**config.mk**
```make
export PLATFORM = sky130hd
export DESIGN_NAME = tenkey_scan
export DESIGN_NICKNAME = d
export VERILOG_FILES = /design/src/rtl/tenkey_scan.sv
export SDC_FILE = /design/constraint.sdc
export NUM_CORES = 1
export LEC_CHECK = 0
export CORE_ASPECT_RATIO = 1.25
export CORE_MARGIN = 4
export CORE_UTILIZATION = 35
export DETAILED_ROUTE_END_ITERATION = 8
export PLACE_DENSITY_LB_ADDON = 0.15
export SYNTH_ARGS = -nofsm -noshare
export SYNTH_HDL_FRONTEND = slang
export SYNTH_SLANG_ARGS = --single-unit
```
**constraint.sdc**
```tcl
create_clock -name clk -period 25.6 [get_ports clk]
set_clock_uncertainty 0.05 [all_clocks]
set_input_delay 5.12 -clock clk [delete_from_list [all_inputs] [get_ports clk]]
set_output_delay 5.12 -clock clk [all_outputs]
set_load 0.005 [all_outputs]
```
**src/rtl/tenkey_scan.sv**
```systemverilog
// tenkey_scan: 4x3 active-low keypad scanner with frame-based debounce.
// Drives one column low at a time, collects a 12-position frame, classifies
// it (none / single key / multiple keys), debounces on identical frames and
// emits one registered single-cycle code per accepted press.
module tenkey_scan #(
   parameter int SCAN_DIV = 16,
   parameter int DEBOUNCE = 4
) (
   input  logic       clk,
   input  logic       rst_n,
   input  logic [3:0] row,
   output logic [2:0] col,
   output logic [9:0] tenkey,
   output logic       close,
   output logic       clear,
   output logic       key_down
);

   localparam int               DIV_W    = (SCAN_DIV > 2) ? $clog2(SCAN_DIV) : 1;
   localparam logic [DIV_W-1:0] DIV_LAST = DIV_W'(SCAN_DIV - 1);
   localparam logic [3:0]       DEB_MAX  = 4'(DEBOUNCE);

   typedef enum logic [1:0] {CLS_NONE, CLS_KEY, CLS_MULTI} cls_t;
   typedef enum logic {ST_IDLE, ST_HELD} state_t;

   // scan and frame state
   logic [DIV_W-1:0] div_q, div_d;
   logic [2:0]       col_q, col_d;
   logic [11:0]      frame_q, frame_d;
   // debounce state
   cls_t             prev_cls_q, prev_cls_d;
   logic [3:0]       prev_key_q, prev_key_d;
   logic [3:0]       stab_q, stab_d;
   // FSM and registered outputs
   state_t           state_q, state_d;
   logic [9:0]       tenkey_q, tenkey_d;
   logic             close_q, close_d;
   logic             clear_q, clear_d;
   logic             key_down_q, key_down_d;

   logic             sample_now;
   logic             frame_end;
   logic [1:0]       col_idx;
   logic [11:0]      frame_now;
   logic [3:0]       pop_cnt;
   logic [3:0]       key_idx;
   logic [3:0]       key_cmp;
   cls_t             cls_now;

   // Column index of the currently driven strobe
   always_comb begin
      col_idx = 2'd0;
      unique case (col_q)
         3'b110:  col_idx = 2'd0;
         3'b101:  col_idx = 2'd1;
         3'b011:  col_idx = 2'd2;
         default: col_idx = 2'd0;
      endcase
   end

   assign sample_now = (div_q == DIV_LAST);
   assign frame_end  = sample_now && (col_q == 3'b011);

   // Frame view including the rows sampled this cycle; position = row*3 + col
   for (genvar gi = 0; gi < 12; gi++) begin : g_pos
      assign frame_now[gi] = (sample_now && (col_idx == 2'(gi % 3))) ? ~row[gi / 3]
                                                                      : frame_q[gi];
   end

   // Count pressed positions and locate the (single) pressed one
   always_comb begin
      pop_cnt = 4'd0;
      key_idx = 4'd0;
      for (int i = 0; i < 12; i++) begin
         if (frame_now[i]) begin
            pop_cnt = pop_cnt + 4'd1;
            key_idx = 4'(i);
         end
      end
      if (pop_cnt == 4'd0) begin
         cls_now = CLS_NONE;
      end else if (pop_cnt == 4'd1) begin
         cls_now = CLS_KEY;
      end else begin
         cls_now = CLS_MULTI;
      end
      // key code only distinguishes frames of class KEY
      key_cmp = (cls_now == CLS_KEY) ? key_idx : 4'd0;
   end

   // Column rotation, frame capture and stability counting
   always_comb begin
      div_d      = div_q + DIV_W'(1);
      col_d      = col_q;
      frame_d    = frame_q;
      prev_cls_d = prev_cls_q;
      prev_key_d = prev_key_q;
      stab_d     = stab_q;
      if (sample_now) begin
         div_d   = '0;
         col_d   = {col_q[1:0], col_q[2]};
         frame_d = frame_now;
      end
      if (frame_end) begin
         if ((cls_now == prev_cls_q) && (key_cmp == prev_key_q)) begin
            stab_d = (stab_q >= DEB_MAX) ? DEB_MAX : stab_q + 4'd1;
         end else begin
            stab_d = 4'd1;
         end
         prev_cls_d = cls_now;
         prev_key_d = key_cmp;
      end
   end

   // Press/release FSM; decides once per frame and emits a one-cycle code
   always_comb begin
      state_d  = state_q;
      tenkey_d = 10'd0;
      close_d  = 1'b0;
      clear_d  = 1'b0;
      if (frame_end) begin
         unique case (state_q)
            ST_IDLE: begin
               if ((cls_now == CLS_KEY) && (stab_d == DEB_MAX)) begin
                  state_d = ST_HELD;
                  unique case (key_idx)
                     4'd9:    close_d  = 1'b1;
                     4'd10:   tenkey_d = 10'b00_0000_0001;
                     4'd11:   clear_d  = 1'b1;
                     default: tenkey_d = 10'b00_0000_0001 << (key_idx + 4'd1);
                  endcase
               end
            end
            ST_HELD: begin
               if ((cls_now == CLS_NONE) && (stab_d == DEB_MAX)) begin
                  state_d = ST_IDLE;
               end
            end
            default: state_d = ST_IDLE;
         endcase
      end
      key_down_d = (state_d == ST_HELD);
   end

   // State registers
   always_ff @(posedge clk or negedge rst_n) begin
      if (!rst_n) begin
         div_q      <= '0;
         col_q      <= 3'b110;
         frame_q    <= 12'd0;
         prev_cls_q <= CLS_NONE;
         prev_key_q <= 4'd0;
         stab_q     <= 4'd0;
         state_q    <= ST_IDLE;
         tenkey_q   <= 10'd0;
         close_q    <= 1'b0;
         clear_q    <= 1'b0;
         key_down_q <= 1'b0;
      end else begin
         div_q      <= div_d;
         col_q      <= col_d;
         frame_q    <= frame_d;
         prev_cls_q <= prev_cls_d;
         prev_key_q <= prev_key_d;
         stab_q     <= stab_d;
         state_q    <= state_d;
         tenkey_q   <= tenkey_d;
         close_q    <= close_d;
         clear_q    <= clear_d;
         key_down_q <= key_down_d;
      end
   end

   assign col      = col_q;
   assign tenkey   = tenkey_q;
   assign close    = close_q;
   assign clear    = clear_q;
   assign key_down = key_down_q;

endmodule

```
# Yosys cells after proc, flatten, opt, wreduce, memory -nomap -nowiden
# Index checks and enable logic that the tools add are counted.
[word_totals] output_inout_bits=16 word_cells=113 ff_bits=42 in_bits=6
[classes] add_sub_neg=14 n_mux=58 shifts=1 eq_ne=13 n_lt_le_gt_ge=1 n_reduce_logical=11 n_bitwise=5
[op_table] op="2-to-1 mux 4 bit" count=26
[op_table] op="adder 4 x 1 -> 4 bit (second input constant)" count=14
[op_table] op="2-to-1 mux 10 bit" count=3
[op_table] op="2-to-1 mux 1 bit" count=24
[op_table] op="case mux 10 bit (2 select lines)" count=1
[op_table] op="== test 4 bit (second input constant)" count=4
[op_table] op="<< shifter 1 x 4 -> 10 bit (first input constant)" count=1
[op_table] op="logical AND 1 bit" count=7
[op_table] op="inverter 1 bit" count=5
[op_table] op="== test 2 x 1 -> 1 bit (second input constant)" count=2
[op_table] op="== test 4 x 1 -> 1 bit (second input constant)" count=1
[op_table] op="== test 4 x 3 -> 1 bit (second input constant)" count=1
[op_table] op="== test 4 bit" count=1
[op_table] op=">= comparator 4 x 3 -> 1 bit (second input constant)" count=1
[op_table] op="zero test 2 bit" count=2
[op_table] op="zero test 4 bit" count=1
[op_table] op="2-to-1 mux 2 bit" count=2
[op_table] op="case mux 2 bit (2 select lines)" count=1
[op_table] op="== test 3 x 2 -> 1 bit (second input constant)" count=1
[op_table] op="== test 3 bit (second input constant)" count=1
[op_table] op="== test 2 bit" count=1
[op_table] op="== test 2 bit (second input constant)" count=1
[op_table] op="case mux 1 bit (2 select lines)" count=1
[op_table] op="OR reduction 2 bit" count=1

# Logic depth before layout (Yosys ltp)
# Gate-level depths: netlist (run 1).
[depth] word_depth=42 ltp_mapped=50 ltp_nobuf=47

# Worst setup path before layout (run 1)
# No wires, ideal clock.
[synth_timing] kind="input to register" startpoint="input row[0]" endpoint="register tenkey_q[1] (netlist: tenkey[1])" required_time_ps=25439 slack_ps=11948 setup_time_ps=111 path_buffers=1 arrival_time_ps=13490 cell_stages=45 cell_sequence="inv_1 -> nor3_1 -> nor2_1 -> inv_1 -> ha_1 -> or4_4 -> nand3_4 -> ha_1 -> nor2_1 -> nor2_1 -> ha_1 -> a21oi_1 -> a31o_2 -> a21oi_1 -> ha_1 -> inv_1 -> a21oi_1 -> a21o_1 -> [... 9 more ...] -> ha_1 -> nand2_1 -> o211ai_1 -> o21ai_1 -> inv_1 -> ha_1 -> nand2_1 -> o21ai_0 -> ha_1 -> nand2b_1 -> o221a_2 -> or3_4 -> nor2_2 -> mux2i_2 -> a2bb2oi_1 -> or4_1 -> buf_2 -> a2111oi_2"
[synth_via] elab_chain_len=39 elab_cells_between_ends=61 cone_classes="12 x add/sub; 8 x eq/ne; 1 x shift; 35 x mux; 1 x bitwise; 4 x reduce/logical"
[synth_rtl] element="start, declared" line_no="11" rtl="input logic [3:0] row,"
[synth_rtl] element="inverter 1 bit (*)" line_no="66" rtl="assign frame_now[gi] = (sample_now && (col_idx == 2'(gi % 3))) ? ~row[gi / 3]"
[synth_rtl] element="2-to-1 mux 1 bit" line_no="66"
[synth_rtl] element="2-to-1 mux 1 bit" line_no="75" rtl="if (frame_now[i]) begin"
[synth_rtl] element="adder 4 x 1 -> 4 bit" line_no="76" rtl="pop_cnt = pop_cnt + 4'd1;"
[synth_rtl] element="2-to-1 mux 4 bit" line_no="75"
[synth_rtl] element="adder 4 x 1 -> 4 bit" line_no="76"
[synth_rtl] element="2-to-1 mux 4 bit" line_no="75"
[synth_rtl] element="adder 4 x 1 -> 4 bit" line_no="76"
[synth_rtl] element="[... 24 more ...]"
[synth_rtl] element="2-to-1 mux 4 bit" line_no="105" rtl="if ((cls_now == prev_cls_q) && (key_cmp == prev_key_q)) begin"
[synth_rtl] element="2-to-1 mux 4 bit" line_no="104" rtl="if (frame_end) begin"
[synth_rtl] element="== test 4 x 3 -> 1 bit" line_no="124" rtl="if ((cls_now == CLS_KEY) && (stab_d == DEB_MAX)) begin"
[synth_rtl] element="logical AND 1 bit" line_no="124"
[synth_rtl] element="2-to-1 mux 10 bit (*)" line_no="124"
[synth_rtl] element="2-to-1 mux 10 bit (*)" line_no="122" rtl="unique case (state_q)"
[synth_rtl] element="2-to-1 mux 10 bit (*)" line_no="121" rtl="if (frame_end) begin"
[synth_rtl] element="net tenkey_d[1]" line_no="36" rtl="logic [9:0] tenkey_q, tenkey_d;"
[synth_rtl] element="end signal, assigned" line_no="167" rtl="tenkey_q <= tenkey_d;"
[synth_rtl] element="end, declared" line_no="36"
# The timed path passes the listed nets; every way through them passes the cells marked *.
# A chain may end at the register's enable or synchronous reset.

# Worst setup path in the final report (run 1)
[layout_timing] startpoint="input row[0]" endpoint="register tenkey_q[2] (netlist: tenkey[2])"
# Same word-level chain as after synthesis.

==> results of run 1 <==
-- layout by cell type, fill, tap and decap left out, drive strengths merged, types with 10 or more instances in the layout --
cell,count
nand3,13
nor3,16
inv,25
a21oi,16
clkdlybuf4s50,20
nand2,41
xor2,10
nor2,34
dfrtp,40
xnor2,18
ha,12
o21ai,19
-- worst min-delay path by stage --
stage,startpoint,end,cells after the start
after floorplan,div_q[0],div_q[0],1
after global placement,div_q[0],div_q[0],1
after detailed placement,div_q[0],div_q[0],1
after CTS,div_q[0],div_q[0],1
after global routing,div_q[0],div_q[0],1
final,div_q[0],div_q[0],1
-- final cells by class --
class,count,area [um^2],share of cell area [%]
clock inverters,2,13.8,0.366
inverters,26,100,2.66
well taps,123,154,4.10
flip-flops and latches,42,1050,28.0
repair buffers,21,205,5.46
clock buffers,6,129,3.43
multi-input cells,277,2100,55.9
-- metal layers --
layer	vias up	GRT usage, %	share of wire [%]
met3	10	2.30	2.8
li1	1313	-	-
met2	49	25.9	51
met5	-	0	0
met4	0	3.61	1.3
met1	1286	18.6	45
-- power by group --
part	internal, mW	total, mW	switching, mW
Sequential	0.0669	0.0672	0.000333
Clock	0.0362	0.0616	0.0254
Combinational	0.0828	0.188	0.105
-- kinds of logic after synthesis --
family / Yosys count
and+or+nand+nor: 143
buffers and inverters: 39
AOI/OAI and AO/OA: 82
adders and majority gates: 12
DFF: 42
xor gates and xnor gates: 33
muxes: 7
-- per-stage QoR --
stage / util, % / worst slack [ns]
floorplan: - / 11.95
global placement: 39.2 / 10.24
detailed placement: 39.2 / 10.16
CTS: 40.7 / 10.44
global route: 40.7 / 9.68
finish: 40.7 / 10.49
-- state kept, by name, summed over array words and instances (netlist names) --
name,cells
prev_key_q,4
col,3
tenkey,10
prev_cls_q,2
frame_q,12
stab_q,4
close,1
div_q,4
clear,1
key_down,1
-- worst max-delay path: cells and delay by family --
family | cells | cell delay (ns)
compound gates | 12 | 2.25
fa+ha+maj | 10 | 2.97
buf+inv | 5 | 0.89
mux | 1 | 0.15
simple gates | 17 | 3.85
==> results.txt, run 1 <==
R2R cell count: 45
final hold viol count: 0
Tmin final: 15.11 ns
largest net degree at the start of global routing: 43
Yosys top cell by area: dfrtp_1
Critical Path End: tenkey[2]
status: finished, final reports clean
Simple-Gate Fraction of Synth Area: 24.2%
cell repeated most along the worst path: ha_1
Tcrit/Tclk final: 59.0%
top cells by area, synth: dfrtp_1, ha_1, nand2_1, nor2_1, xnor2_1
Post-synth EDFFs: 0
Die Footprint: 11200 um^2
global-route wire length before repair: 12800 um
largest family of logic cells by synthesized area: simple AND/OR/NAND/NOR gates
ys async rst share: 100%
grt total ovfl: 0
Pwr Density: 84.3 nW/um^2
WL final: 7690 um
XOR/XNOR share of the synthesized area: 13.1%
max incr delay on CP: 0.88 ns
Post CTS Setup Buffer Count: 0
CP Launch Type: primary input
synth cell count leaders: dfrtp_1, nand2_1, nor2_1
TritonRoute pass-1 iters: 5
Adder-Cell Fraction of Synth Area: 4.49%
post-synthesis net count: 376
WHS: 0.435 ns
CTS tree: built
worst rel slew slack: 33.4%
Required @ worst endpoint: 25.72 ns
DP Cell Count: 489
I/O Buffers: 21
Setup TNS: 0 ns
end of the worst register-to-register path: tenkey[2]
Fillers: 911
CTS sink count: 42
Mapped Cells: 358
HPWL Detailed: 5900 um
R2R setup slack: 14.63 ns
layout cell share with drive strength beyond 1: 14.7%
Hold WC Path Type: reg2reg
Die Ht: 117 um
clock transition at the registers of the reported paths: 0.06 ns
reg2reg start: div_q[0]
Clk Latency, worst-skew pair: 0.28 ns
Slew @ Worst Pin: 0.995 ns
final instance area: 3760 um^2
post-DR vias/cell: 5.35
area share of the largest cell type after synthesis: 30.0%
post-layout power: 0.317 mW
Ys Warns: 0
clock tree root driver cell: clkbuf_16
Finish-stage setup viols: 0
mux cell area share after synthesis: 2.25%
syn avg cell area: 9.33 um^2
routed vias: 2658
hold buffers post-CTS: 0
htree depth: 2
CP startpoint: row[0]
initial antenna violation count: 0
DRT iter0 DRCs: 106
GRT Util Overall: 14.6%
# nets final: 391
die width: 95.4 um
drt drc: 0
CP endpoint kind: register
Leak: 1.51 nW
max_cap viols: 0
Post-DP Area: 3610 um^2
Post-Synthesis Cell Area: 3340 um^2
CP Class: in2reg
Critical Path Fanout Max: 16
Crit-path slowest cell: or4_1
cell row count: 39
antenna cells: 0
CTS Buffer Depth: 2
Max Transition Viols Final: 0
vias in the first global route: 2572
PostCTS Resize Cnt: 0
Starting Density: 36.2%
unrepaired setup endpoints after global routing: no
Non-Filler Instances: 497
average wire per standard cell: 15.5 um
FF+latch count, synth: 42
Area Growth Syn to Fin: 12.4%
Placeable Area: 9220 um^2
CP Data Arrival Time: 15.23 ns
Routed Antenna Nets: 0
TritonCTS Buffers: 5
synth unique cells: 84
f_max: 66.2 MHz
Compound-Gate Fraction of Synth Area: 18.9%
register area share after synthesis: 31.5%
GPL Wtd Cong: 0.815
Post-synth top flop: dfrtp_1
peak supply drop: 0.0000667 V
# IOs: 22
Power figures use the tool's default switching activity.
==> run 2: changes to the inputs <==
==> constraint.sdc (replaced) <==
create_clock -name clk -period 15.8 [get_ports clk]
set_clock_uncertainty 0.05 [all_clocks]
set_input_delay 3.16 -clock clk [delete_from_list [all_inputs] [get_ports clk]]
set_output_delay 3.16 -clock clk [all_outputs]
set_load 0.005 [all_outputs]
==> run 2 against run 1 <==
  * Clock power up 90%
  * Total power up 68%
  * Combinational power up 62%
  * Critical endpoint unchanged
==> results.txt, run 2 (synthesis gave the netlist of run 1 again) <==
worst rel slew slack: 38.1%
final hold viol count: 0
f_max: 75.8 MHz
Crit-path slowest cell: or4_1
Seq. cell area: 1050 um^2
end of the worst register-to-register path: tenkey[2]
# IOs: 22
max incr delay on CP: 0.88 ns
Pwr Density: 140 nW/um^2
Multi-input gate area: 2100 um^2
max reg flops: 12
PostCTS Resize Cnt: 0
status: finished, final reports clean
Post-DP Area: 3630 um^2
CTS Buffer Depth: 2
Hold Path Sink: div_q[0]
Post CTS Setup Buffer Count: 0
grt total ovfl: 0
clock transition at the registers of the reported paths: 0.06 ns
vias in the first global route: 2691
htree depth: 2
cell row count: 39
Die Footprint: 11200 um^2
reg2reg start: div_q[0]
die width: 95.4 um
final instance area: 3790 um^2
DP Worst Slack: 2.29 ns
Area Growth Syn to Fin: 13.6%
largest reg by FF count: frame_q
Tmin final: 13.20 ns
TritonCTS Buffers: 5
global-route wire length before repair: 13400 um
Placeable Area: 9220 um^2
Hold Crit Depth: 1
Core Util, Final: 41.1%
initial antenna violation count: 0
hold buffers post-CTS: 0
CP Launch Type: primary input
Routed Antenna Nets: 0
Starting Density: 36.2%
R2R setup slack: 4.77 ns
R2R cell count: 45
Critical Path Fanout Max: 16
CTS sink count: 42
GPL Wtd Cong: 0.795
unrepaired setup endpoints after global routing: no
WL final: 7910 um
DRT iter0 DRCs: 98
worst path bufs/invs: 5
CTS tree: built
Fillers: 915
post-DR vias/cell: 5.30
most frequent cells in the layout: nand2_1, dfrtp_1, nor2_1
CP startpoint: row[0]
largest net degree at the start of global routing: 43
TritonRoute pass-1 iters: 4
Max Transition Viols Final: 0
Clk Latency, worst-skew pair: 0.28 ns
CP endpoint kind: register
Required @ worst endpoint: 15.92 ns
cell repeated most along the worst path: ha_1
CP Class: in2reg
clock tree root driver cell: clkbuf_16
Die Ht: 117 um
Hold Crit Start: div_q[0]
Tcrit/Tclk final: 83.5%
I/O Buffers: 21
Leak: 1.53 nW
Hold WC Path Type: reg2reg
Setup TNS: 0 ns
Slew @ Worst Pin: 0.920 ns
CP Data Arrival Time: 13.32 ns
antenna cells: 0
# nets final: 393
layout cell share with drive strength beyond 1: 15.2%
cell family with most CP delay: simple AND/OR/NAND/NOR gates
max_cap viols: 0
drt drc: 0
Finish-stage setup viols: 0
Setup WS post-layout: 2.60 ns
average wire per standard cell: 15.8 um
routed vias: 2645
GRT Util Overall: 15.2%
peak supply drop: 0.0000967 V
HPWL Detailed: 6010 um
[run 2: power breakdown]
group | internal (mW) | switching, mW
clock | 0.0746 | 0.0424
sequential | 0.108 | 0.000560
combinational | 0.134 | 0.171
[run 2: cell type report]
type / count / share of cell area [%]
multi-input cells: 277 / 55.4
flip-flops and latches: 42 / 27.8
clock buffers: 6 / 3.40
clock inverters: 2 / 0.989
inverters: 26 / 2.64
repair buffers: 23 / 5.80
well taps: 123 / 4.06
[run 2: through the flow]
step | total power, mW | std cells | hold slack [ns]
2_1_floorplan | 0.357 | 358 | 0.402
3_3_place_gp | 0.412 | 491 | 0.422
3_5_place_dp | 0.416 | 491 | 0.441
4_1_cts | 0.534 | 499 | 0.449
5_1_grt | 0.571 | 499 | 0.472
6_report | 0.531 | 499 | 0.444
[run 2: metal layers]
| metal | track usage [%] | vias to the layer above | wire length (um) |
|---|---|---|---|
| met5 | 0 | - | 0 |
| met4 | 4.27 | 0 | 108 |
| met3 | 2.62 | 10 | 300 |
| met2 | 27.4 | 57 | 4050 |
| met1 | 18.7 | 1270 | 3450 |
| li1 | - | 1308 | - |
[run 2: how the worst max path moves through the flow]
stage | cells after the start | slack (ns) | to
final | 45 | 2.60 | tenkey[2]
after global routing | 45 | 1.90 | tenkey[1]
after CTS | 45 | 2.58 | tenkey[1]
after detailed placement | 45 | 2.29 | tenkey[1]
after global placement | 45 | 2.49 | tenkey[2]
after floorplan | 45 | 4.11 | tenkey[1]
